## src/rtl/dte_pkg.sv

```systemverilog
`default_nettype none
// ============================================================================
//  Module      : dte_pkg
//  Description : Shared definitions for the DTE20 diagnostic-function engine:
//                diag function code constants, the 36-bit PDP-10 word type
//                (bit 0 = MSB, bit 35 = LSB), the engine state encoding and
//                helpers for sizing the cycle counter.
//  Revision    : 1.0  initial release
// ============================================================================
package dte_pkg;

    // Bit 6 of the function code selects a read (0o100-0o177) vs a write.
    localparam int         DIAG_READ_BIT = 6;
    // Function code that returns the hardware options word.
    localparam logic [6:0] DIAG_HWOPT    = 7'o177;

    // PDP-10 word, numbered [0:35] with bit 35 least significant.
    typedef logic [0:35] word_t;

    typedef enum logic [2:0] {
        IDLE   = 3'd0,
        SETUP  = 3'd1,
        STROBE = 3'd2,
        HOLD   = 3'd3,
        DONE   = 3'd4
    } state_t;

    function automatic int max3(input int a, input int b, input int c);
        int m;
        m = (a > b) ? a : b;
        return (m > c) ? m : c;
    endfunction

    // Bits needed to hold max_val (at least 1).
    function automatic int cnt_width(input int max_val);
        int w;
        w = 1;
        while ((1 << w) <= max_val) w++;
        return w;
    endfunction

endpackage : dte_pkg
`default_nettype wire

```

## src/rtl/dte_diag_port_if.sv

```systemverilog
`default_nettype none
// ============================================================================
//  Module      : dte_diag_port_if
//  Description : Command port and EBUS signals of the diagnostic engine.
//                slave  : the engine (dte_diag_port).
//                master : the surrounding system (front end + EBUS mux),
//                         which issues commands and returns muxed EBUS data.
//  Signals     : cmd_valid/cmd_ready/cmd_func/cmd_wdata  command request
//                ebus_func/ebus_diag_strobe              diag cycle control
//                ebus_driving/ebus_data_out              EBUSdriver
//                ebus_data_in                            muxed EBUS.data
//                resp_valid/resp_rdata                   completion
//  Revision    : 1.0  initial release
// ============================================================================
interface dte_diag_port_if;
    import dte_pkg::*;

    logic       cmd_valid;
    logic       cmd_ready;
    logic [6:0] cmd_func;
    word_t      cmd_wdata;

    logic [6:0] ebus_func;
    logic       ebus_diag_strobe;
    logic       ebus_driving;
    word_t      ebus_data_out;
    word_t      ebus_data_in;

    logic       resp_valid;
    word_t      resp_rdata;

    modport slave (
        input  cmd_valid, cmd_func, cmd_wdata, ebus_data_in,
        output cmd_ready, ebus_func, ebus_diag_strobe, ebus_driving,
               ebus_data_out, resp_valid, resp_rdata
    );

    modport master (
        output cmd_valid, cmd_func, cmd_wdata, ebus_data_in,
        input  cmd_ready, ebus_func, ebus_diag_strobe, ebus_driving,
               ebus_data_out, resp_valid, resp_rdata
    );

endinterface : dte_diag_port_if
`default_nettype wire

```

## src/rtl/dte_strobe_timer.sv

```systemverilog
`default_nettype none
// ============================================================================
//  Module      : dte_strobe_timer
//  Description : Down-counter shared by the SETUP, STROBE and HOLD states.
//                Loading N on the edge that enters a state makes expire_o
//                assert in that state's N-th cycle.
//  Ports       : clk, CROBAR_N (async active-low reset)
//                load_i / load_val_i : reload the counter
//                expire_o            : current cycle is the last one
//  Revision    : 1.0  initial release
// ============================================================================
module dte_strobe_timer #(
    parameter int WIDTH = 2
) (
    input  wire logic             clk,
    input  wire logic             CROBAR_N,
    input  wire logic             load_i,
    input  wire logic [WIDTH-1:0] load_val_i,
    output logic                  expire_o
);

    logic [WIDTH-1:0] count_q;

    always_ff @(posedge clk or negedge CROBAR_N) begin
        if (!CROBAR_N) begin
            count_q <= '0;
        end else if (load_i) begin
            count_q <= load_val_i;
        end else if (count_q != '0) begin
            count_q <= count_q - WIDTH'(1);
        end
    end

    // <= 1 rather than == 1 so a stray zero can never stall the engine.
    assign expire_o = (count_q <= WIDTH'(1));

endmodule : dte_strobe_timer
`default_nettype wire

```

## src/rtl/dte_diag_port.sv

```systemverilog
`default_nettype none
// ============================================================================
//  Module      : dte_diag_port
//  Description : DTE20 diagnostic-function engine. Runs one front-end diag
//                read or write as SETUP -> STROBE -> HOLD -> DONE on the
//                shared EBUS. Writes drive the EBUSdriver; reads capture the
//                muxed EBUS data on the last strobe edge.
//  Ports       : clk        system clock
//                CROBAR_N   asynchronous active-low reset
//                hw_options hardware options word, bits [18:35]
//                bus        dte_diag_port_if.slave (command port + EBUS)
//  Options     : DTE_HWOPT_READ_EN - when defined, function 0o177 completes
//                locally with {18'b0, hw_options} and no EBUS cycle.
//  Revision    : 1.0  initial release
// ============================================================================
module dte_diag_port
    import dte_pkg::*;
#(
    parameter int SETUP_CYCLES  = 1,
    parameter int STROBE_CYCLES = 2,
    parameter int HOLD_CYCLES   = 1
) (
    input  wire logic          clk,
    input  wire logic          CROBAR_N,
    input  wire logic [18:35]  hw_options,
    dte_diag_port_if.slave     bus
);

    localparam int MAX_CYC = max3(SETUP_CYCLES, STROBE_CYCLES, HOLD_CYCLES);
    localparam int CNT_W   = cnt_width(MAX_CYC);

    localparam logic [CNT_W-1:0] SETUP_LOAD  = CNT_W'(SETUP_CYCLES);
    localparam logic [CNT_W-1:0] STROBE_LOAD = CNT_W'(STROBE_CYCLES);
    localparam logic [CNT_W-1:0] HOLD_LOAD   = CNT_W'(HOLD_CYCLES);
    localparam logic [CNT_W-1:0] ONE_LOAD    = CNT_W'(1);

    if (STROBE_CYCLES < 1) begin : g_bad_strobe
        $error("dte_diag_port: STROBE_CYCLES must be at least 1");
    end

    state_t     state_q, state_d;
    logic [6:0] func_q,  func_d;
    word_t      wdata_q, wdata_d;
    word_t      cap_q,   cap_d;
    word_t      rdata_q, rdata_d;
    logic       local_q, local_d;

    logic             tmr_load;
    logic [CNT_W-1:0] tmr_val;
    logic             tmr_expire;
    logic             hwopt_hit;
    logic             is_read;
    logic             active;

`ifdef DTE_HWOPT_READ_EN
    assign hwopt_hit = (bus.cmd_func == DIAG_HWOPT);
`else
    assign hwopt_hit = 1'b0;
`endif

    assign is_read = func_q[DIAG_READ_BIT];

    dte_strobe_timer #(.WIDTH(CNT_W)) u_timer (
        .clk        (clk),
        .CROBAR_N   (CROBAR_N),
        .load_i     (tmr_load),
        .load_val_i (tmr_val),
        .expire_o   (tmr_expire)
    );

    always_ff @(posedge clk or negedge CROBAR_N) begin
        if (!CROBAR_N) begin
            state_q <= IDLE;
            func_q  <= '0;
            wdata_q <= '0;
            cap_q   <= '0;
            rdata_q <= '0;
            local_q <= 1'b0;
        end else begin
            state_q <= state_d;
            func_q  <= func_d;
            wdata_q <= wdata_d;
            cap_q   <= cap_d;
            rdata_q <= rdata_d;
            local_q <= local_d;
        end
    end

    always_comb begin
        state_d  = state_q;
        func_d   = func_q;
        wdata_d  = wdata_q;
        cap_d    = cap_q;
        rdata_d  = rdata_q;
        local_d  = local_q;
        tmr_load = 1'b0;
        tmr_val  = '0;

        case (state_q)
            IDLE: begin
                if (bus.cmd_valid) begin
                    func_d   = bus.cmd_func;
                    wdata_d  = bus.cmd_wdata;
                    local_d  = hwopt_hit;
                    tmr_load = 1'b1;
                    if (hwopt_hit) begin
                        // Local completion borrows one HOLD cycle with all
                        // EBUS outputs suppressed, giving the 2-cycle latency.
                        state_d = HOLD;
                        tmr_val = ONE_LOAD;
                    end else if (SETUP_CYCLES > 0) begin
                        state_d = SETUP;
                        tmr_val = SETUP_LOAD;
                    end else begin
                        state_d = STROBE;
                        tmr_val = STROBE_LOAD;
                    end
                end
            end
            SETUP: begin
                if (tmr_expire) begin
                    state_d  = STROBE;
                    tmr_load = 1'b1;
                    tmr_val  = STROBE_LOAD;
                end
            end
            STROBE: begin
                if (tmr_expire) begin
                    if (is_read) begin
                        cap_d = bus.ebus_data_in;
                    end
                    if (HOLD_CYCLES > 0) begin
                        state_d  = HOLD;
                        tmr_load = 1'b1;
                        tmr_val  = HOLD_LOAD;
                    end else begin
                        state_d = DONE;
                    end
                end
            end
            HOLD: begin
                if (tmr_expire) begin
                    state_d = DONE;
                end
            end
            DONE: begin
                state_d = IDLE;
            end
            default: begin
                state_d = IDLE;
            end
        endcase

        // The response word only changes as DONE is entered, so it stays
        // stable from one response to the next. cap_d covers HOLD_CYCLES = 0.
        if ((state_d == DONE) && (state_q != DONE)) begin
            if (local_q) begin
                rdata_d = {18'b0, hw_options};
            end else if (is_read) begin
                rdata_d = cap_d;
            end else begin
                rdata_d = '0;
            end
        end
    end

    // Outputs decode the registered state, so the async reset clears them
    // in the same cycle it is asserted.
    assign active = ((state_q == SETUP) || (state_q == STROBE) || (state_q == HOLD))
                    && !local_q;

    assign bus.cmd_ready        = (state_q == IDLE);
    assign bus.ebus_func        = active ? func_q : 7'd0;
    assign bus.ebus_diag_strobe = (state_q == STROBE) && !local_q;
    assign bus.ebus_driving     = active && !is_read;
    assign bus.ebus_data_out    = (active && !is_read) ? wdata_q : '0;
    assign bus.resp_valid       = (state_q == DONE);
    assign bus.resp_rdata       = rdata_q;

endmodule : dte_diag_port
`default_nettype wire

```

## src/flat_wrapper.sv

```systemverilog
// flat-port wrapper written by rule: the top's interface ports become plain ports
module dte_diag_port_flat import dte_pkg::*;
#(
    parameter int SETUP_CYCLES  = 1,
    parameter int STROBE_CYCLES = 2,
    parameter int HOLD_CYCLES   = 1
)
  (clk, CROBAR_N, hw_options, bus_cmd_valid, bus_cmd_func, bus_cmd_wdata, bus_ebus_data_in, bus_cmd_ready, bus_ebus_func, bus_ebus_diag_strobe, bus_ebus_driving, bus_ebus_data_out, bus_resp_valid, bus_resp_rdata);
  dte_diag_port_if bus_i ();
  input  wire logic clk;
  input  wire logic CROBAR_N;
  input  wire logic [18:35] hw_options;
  input wire logic [$bits(bus_i.cmd_valid)-1:0] bus_cmd_valid;
  input wire logic [$bits(bus_i.cmd_func)-1:0] bus_cmd_func;
  input wire logic [$bits(bus_i.cmd_wdata)-1:0] bus_cmd_wdata;
  input wire logic [$bits(bus_i.ebus_data_in)-1:0] bus_ebus_data_in;
  output wire logic [$bits(bus_i.cmd_ready)-1:0] bus_cmd_ready;
  output wire logic [$bits(bus_i.ebus_func)-1:0] bus_ebus_func;
  output wire logic [$bits(bus_i.ebus_diag_strobe)-1:0] bus_ebus_diag_strobe;
  output wire logic [$bits(bus_i.ebus_driving)-1:0] bus_ebus_driving;
  output wire logic [$bits(bus_i.ebus_data_out)-1:0] bus_ebus_data_out;
  output wire logic [$bits(bus_i.resp_valid)-1:0] bus_resp_valid;
  output wire logic [$bits(bus_i.resp_rdata)-1:0] bus_resp_rdata;
  assign bus_i.cmd_valid = bus_cmd_valid;
  assign bus_i.cmd_func = bus_cmd_func;
  assign bus_i.cmd_wdata = bus_cmd_wdata;
  assign bus_i.ebus_data_in = bus_ebus_data_in;
  assign bus_cmd_ready = bus_i.cmd_ready;
  assign bus_ebus_func = bus_i.ebus_func;
  assign bus_ebus_diag_strobe = bus_i.ebus_diag_strobe;
  assign bus_ebus_driving = bus_i.ebus_driving;
  assign bus_ebus_data_out = bus_i.ebus_data_out;
  assign bus_resp_valid = bus_i.resp_valid;
  assign bus_resp_rdata = bus_i.resp_rdata;
  dte_diag_port #(.SETUP_CYCLES(SETUP_CYCLES), .STROBE_CYCLES(STROBE_CYCLES), .HOLD_CYCLES(HOLD_CYCLES)) u_core (.clk(clk), .CROBAR_N(CROBAR_N), .hw_options(hw_options), .bus(bus_i));
endmodule
```

## config.mk

```make
export PLATFORM = sky130hd
export DESIGN_NAME = dte_diag_port_flat
export DESIGN_NICKNAME = d
export VERILOG_FILES = /design/src/rtl/dte_pkg.sv /design/src/rtl/dte_diag_port_if.sv /design/src/rtl/dte_strobe_timer.sv /design/src/rtl/dte_diag_port.sv /design/src/flat_wrapper.sv
export SDC_FILE = /design/constraint.sdc
export NUM_CORES = 1
export LEC_CHECK = 0
export CAP_MARGIN = 25
export CORE_MARGIN = 2
export CORE_UTILIZATION = 40
export DETAILED_ROUTE_END_ITERATION = 10
export GPL_TIMING_DRIVEN = 1
export PLACE_DENSITY = 0.76
export SLEW_MARGIN = 20
export SYNTH_ARGS = -nofsm -noshare
export SYNTH_HDL_FRONTEND = slang
export SYNTH_SLANG_ARGS = --single-unit
```

## constraint.sdc

```tcl
create_clock -name clk -period 1.5 [get_ports clk]
set_input_delay 0.3 -clock clk [delete_from_list [all_inputs] [get_ports clk]]
set_output_delay 0.3 -clock clk [all_outputs]
set_load 0.05 [all_outputs]
```

# Word-level counts from Yosys, hierarchy flattened
# Cells that the tools add are included.
[totals]
input_bits = 100
regBits = 120
[classes]
n_mux = 20
order_cmp = 1
n_eq_ne = 6
reduce_logical = 10
n_addsub = 1
[op_table]
columns = ["op", "count"]
rows = [
  ["two-way mux 36 bit", 5],
  ["two-way mux 3 bit", 4],
  ["case mux 3 bit (4 select lines)", 1],
  ["two-way mux 7 bit", 1],
  ["equality test 3 x 2 -> 1 bit (second input constant)", 2],
  ["equality test 3 bit (second input constant)", 2],
  ["two-way mux 2 bit", 3],
  ["case mux 2 bit (3 select lines)", 1],
  ["two-way mux 1 bit", 4],
  ["nonzero test 2 bit", 2],
  ["equality test 3 x 1 -> 1 bit (second input constant)", 1],
  ["zero test 3 bit", 1],
  ["inequality test 3 bit (second input constant)", 1],
  ["less-or-equal comparator 2 x 1 -> 1 bit (second input constant)", 1],
  ["logical AND 1 bit", 2],
  ["logical OR 1 bit", 2],
  ["case mux 1 bit (2 select lines)", 1],
  ["AND reduction 2 bit", 1],
  ["OR reduction 2 bit", 1],
  ["subtractor 2 x 1 -> 2 bit (second input constant)", 1],
  ["zero test 1 bit", 1],
]

# Longest topological paths before layout
[depth]
word_depth = 5
ltp_mapped = 7
mapped_depth_nobuf = 5

# By module
# Synthesis repeated with hierarchy kept, for this count alone.
[hier_totals]
hier_cells = 413
area_unflattened_um2 = 5362.6
[modules_own_cells]
columns = ["mod", "seq_area_each_um2", "area_per_inst_um2", "instances", "cells_each"]
rows = [
  ["dte_diag_port", 2952.8, 5231.3, 1, 399],
  ["dte_strobe_timer", 50.0, 131.4, 1, 14],
]

# Worst setup path after synthesis
# No wires, ideal clock.
[synth_timing]
path_kind = "reg-to-output"
start = "register u_core.state_q[0]"
end = "output bus_ebus_data_out[26]"
t_arrival_ps = 2000
setup_slack_ps = -800
stages_incl_launch_ff = 6
cell_sequence = "dfrtp_1 > buf_2 > nor2_1 > nor3_2 > clkbuf_1 > and2_1"
[synth_via]
elab_chain_len = 5
[synth_rtl]
columns = ["element", "line", "text"]
rows = [
  ["start, declared", "dte_diag_port.sv:41", "state_t state_q, state_d;"],
  ["start signal, assigned", "dte_diag_port.sv:80", "state_q <= state_d;"],
  ["equality test 3 x 1 -> 1 bit or equality test 3 x 2 -> 1 bit (tied branches)", "dte_diag_port.sv:169", "assign active = ((state_q == SETUP) || (state_q == STROBE) || (state_q == HOLD))"],
  ["logical OR 1 bit", "dte_diag_port.sv:169", ""],
  ["logical OR 1 bit *", "dte_diag_port.sv:169", ""],
  ["logical AND 1 bit *", "--", ""],
  ["named net bus_ebus_driving", "flat_wrapper.sv:20", "output wire logic [$bits(bus_i.ebus_driving)-1:0] bus_ebus_driving;"],
  ["two-way mux 36 bit *", "dte_diag_port.sv:176", "assign bus.ebus_data_out = (active && !is_read) ? wdata_q : '0;"],
  ["end, declared", "flat_wrapper.sv:21", "output wire logic [$bits(bus_i.ebus_data_out)-1:0] bus_ebus_data_out;"],
]
# The timed path passes the listed nets; every way through them passes the cells marked *.

# Worst setup path after layout
[layout_timing]
start = "register u_core.state_q[1]"
end = "output bus_ebus_data_out[34]"
[layout_via]
elab_chain_len = 5
[layout_rtl]
columns = ["element", "line"]
rows = [
  ["equality test 3 x 1 -> 1 bit or equality test 3 x 2 -> 1 bit (tied branches)", "dte_diag_port.sv:169"],
  ["logical OR 1 bit", "dte_diag_port.sv:169"],
  ["logical OR 1 bit *", "dte_diag_port.sv:169"],
  ["logical AND 1 bit *", "dte_diag_port.sv:176"],
  ["two-way mux 36 bit *", "dte_diag_port.sv:176"],
]
# Mark *: on every way between the ends. The rest lies on a longest branch, timed or not.

==> impl_metrics.ini <==
[run_status]
status = complete, but fails checks
violations = setup timing

[yosys]
ys_seq_elements = 120
synth_nets = 443
synth_area_um2 = 5040
synthCells = 341
yosys_warnings = 0
synth_seq_area_share = 0.595
synth.distinct_cells = 32
synth_area_per_cell_um2 = 14.8

[timing]
clock_skew_ns = 0.00572
whs_ns = 0.260
setup_viol = 167
hold_violations = 0
fin_ws_ns = -0.530
fmax_ghz = 0.493
post-route-min-period_ns = 2.03
maxSlewViolCount = 0
rsz0062_at_grt = true
max_slew_margin = 0.737
period_share = 1.35
worst_slew_pin_slew_ns = 0.389
setup_tns_ns = -61.50

[global_routing]
grt_use_total = 0.240
antenna_found_initial = 0
grt_max_degree = 72
grt_pass1_wl_um = 23800
grt_pass1_vias = 4237
grt_util_met2 = 0.401
gr-usage-met1 = 0.283
overflow = 0
grt.busiest_layer = met2
grt_use_met3 = 0.101

[clocking]
cts.clk_slew.worst_paths_ns = 0.05
cts_htree_levels = 4
clk_path_buf_depth = 2
numCtsBuffers = 17
cts-root-buf = clkbuf_16
cts_tree = done
cts.sinks = 120
clk-insertion-delay-late_ns = 0.42

[detailed_routing]
ant_nets = 0
drt-total-wl_um = 15500
drc = 0
dr.pass1.iters = 4
num_vias = 3882
wl_per_cell_um = 20.6
drtIter0Drc = 213
avgViaCountPerCell = 5.15

[final_layout]
finalNetCount = 672
fillCellCount = 705
area_growth_syn_to_layout_pct = 91.4
multi_input_area_um2 = 2240
num_antenna_cells = 0
final_common_cell = dfrtp_1
drive_above_1_share = 0.546
regArea_um2 = 3000
final_cell_mix = 119 x dfrtp_1, 100 x buf_12, 80 x clkdlybuf4s50_1

[setup_path]
arrival_ns = 1.73
crit_family = buffers and inverters
timing.rr.end = u_core.cap_q[20]
path_max_fanout = 5
critical_path.slowest_cell = dfrtp_1
r2r_slack_ns = -0.45
start_kind = flop
worst_setup_path_end_kind = primary output
r2r_cells = 8
required_ns = 1.20
max_stage_delay_ns = 0.38
crit_buf_inv = 4
r2r-start = u_core.state_q[0]
cp_common_cell = buf_6
crit_chain = nor2_2, buf_6, nor3_4, buf_6, clkbuf_16, and2_4, buf_12
criticalPathCategory = reg -> out

[floorplan]
pin_count = 183
rows = 41
die_area_um2 = 13500
die_x_um = 116
fp.coreArea_um2 = 12500
initial_core_util = 0.405
die_y_um = 116

[place]
port_buffers = 164
dp_hpwl_um = 9110
gp_congestion = 0.762

[power_and_ir_drop]
switching_share = 0.373
p_leak_nw = 4.37
intPower_mw = 17.7
p_switching_mw = 10.5
p_per_area_nw_per_um2 = 2920
ir_drop_mv = 1.37
p_clk_frac = 0.150
seqPwrFrac = 0.211
p_comb_frac = 0.639

[hold_path]
hp-class = in -> async

[flow_run]
drv_cap = 0
==> metrics by stage <==
step	total power, mW	std cells	util	setup WS [ns]	cell area [um2]
global route	29.4	754	0.774	-0.593	9650
floorplan	14.2	341	-	-0.387	5370
detailed placement	21.1	685	0.662	-0.359	8260
finish	28.2	754	0.774	-0.530	9650
CTS	27.8	748	0.765	-0.533	9540
global placement	20.7	685	0.662	-0.327	8260
==> registers in the layout (all words and copies together), names as in the netlist <==
name and cells:
u_core.bus.resp_rdata 36, u_core.cap_q 36, u_core.wdata_q 36, u_core.func_q 7
u_core.state_q 3, u_core.u_timer.count_q 2
==> routing by layer <==
metal  vias to the layer above  part of all wire
met2                       172              0.51
met1                      1972              0.38
met3                        27             0.090
li1                       1711                 -
met4                         0             0.022
met5                         -                 0
==> final cells by class <==
cell class	count	area share
multi-input combinational	193	0.232
sequential	120	0.311
timing repair buffer	234	0.370
clock buffer	22	0.0481
tap	172	0.0223
clock inverter	9	0.0153
inverter	4	0.00156
==> cells in the mapped netlist, drive strengths merged <==
cell	count	area share
nand2b	4	0.0050
nor2b	2	0.0025
o31a	1	0.0017
a32o	36	0.071
o21ai	2	0.0020
or3	2	0.0025
nor3	2	0.0030
ha	2	0.0050
or4b	1	0.0027
nand3	2	0.0030
inv	4	0.0030
and2	45	0.056
nand2	3	0.0022
o311ai	2	0.0035
a32oi	2	0.0035
nor3b	1	0.0025
xnor2	1	0.0017
buf	18	0.022
nor4b	1	0.0047
dfrtp	120	0.60
nor2	4	0.0030
a2111o	1	0.0022
a21oi	1	0.00099
clkbuf	6	0.0045
mux2	78	0.20
==> worst max path at each step <==
stage / cells after the start / from / end / slack [ns]
3_5_place_dp: 5 / bus_cmd_valid / u_core.wdata_q[13] / -0.36
2_1_floorplan: 5 / u_core.state_q[0] / u_core.cap_q[10] / -0.39
6_report: 7 / u_core.state_q[1] / bus_ebus_data_out[34] / -0.53
4_1_cts: 7 / u_core.state_q[0] / bus_ebus_data_out[24] / -0.53
3_3_place_gp: 5 / bus_cmd_valid / u_core.wdata_q[13] / -0.33
5_1_grt: 7 / u_core.state_q[1] / bus_ebus_data_out[26] / -0.59
==> power by group through the flow <==
stage | sequential, mW | clock (mW) | combinational, mW
after global routing | 6.14 | 4.50 | 18.7
after CTS | 5.88 | 4.30 | 17.6
after detailed placement | 5.92 | 0 | 15.2
after floorplan | 6.74 | 0 | 7.51
final | 5.96 | 4.23 | 18.0
after global placement | 5.84 | 0 | 14.9
==> repair_timing <==
item / in CTS / in global routing
cloned: 13 / 2
setup endpoints to repair: 162 / 166
hold buffers: 1 / 0
endpoints found under the hold margin: 120 / 0
setup buffers: 18 / 6
resized for setup: 41 / 24
pin swaps: 20 / 23
==> logic make-up after synthesis <==
logic type / after synthesis / synth area share
DFF: 120 / 0.595
adders and majority gates: 2 / 0.00496
AOI/OAI and AO/OA: 45 / 0.0853
muxes: 78 / 0.196
buffers and inverters: 28 / 0.0293
xor gates and xnor gates: 1 / 0.00174
and+or+nand+nor: 67 / 0.0868
Power figures use the tool's default switching activity.
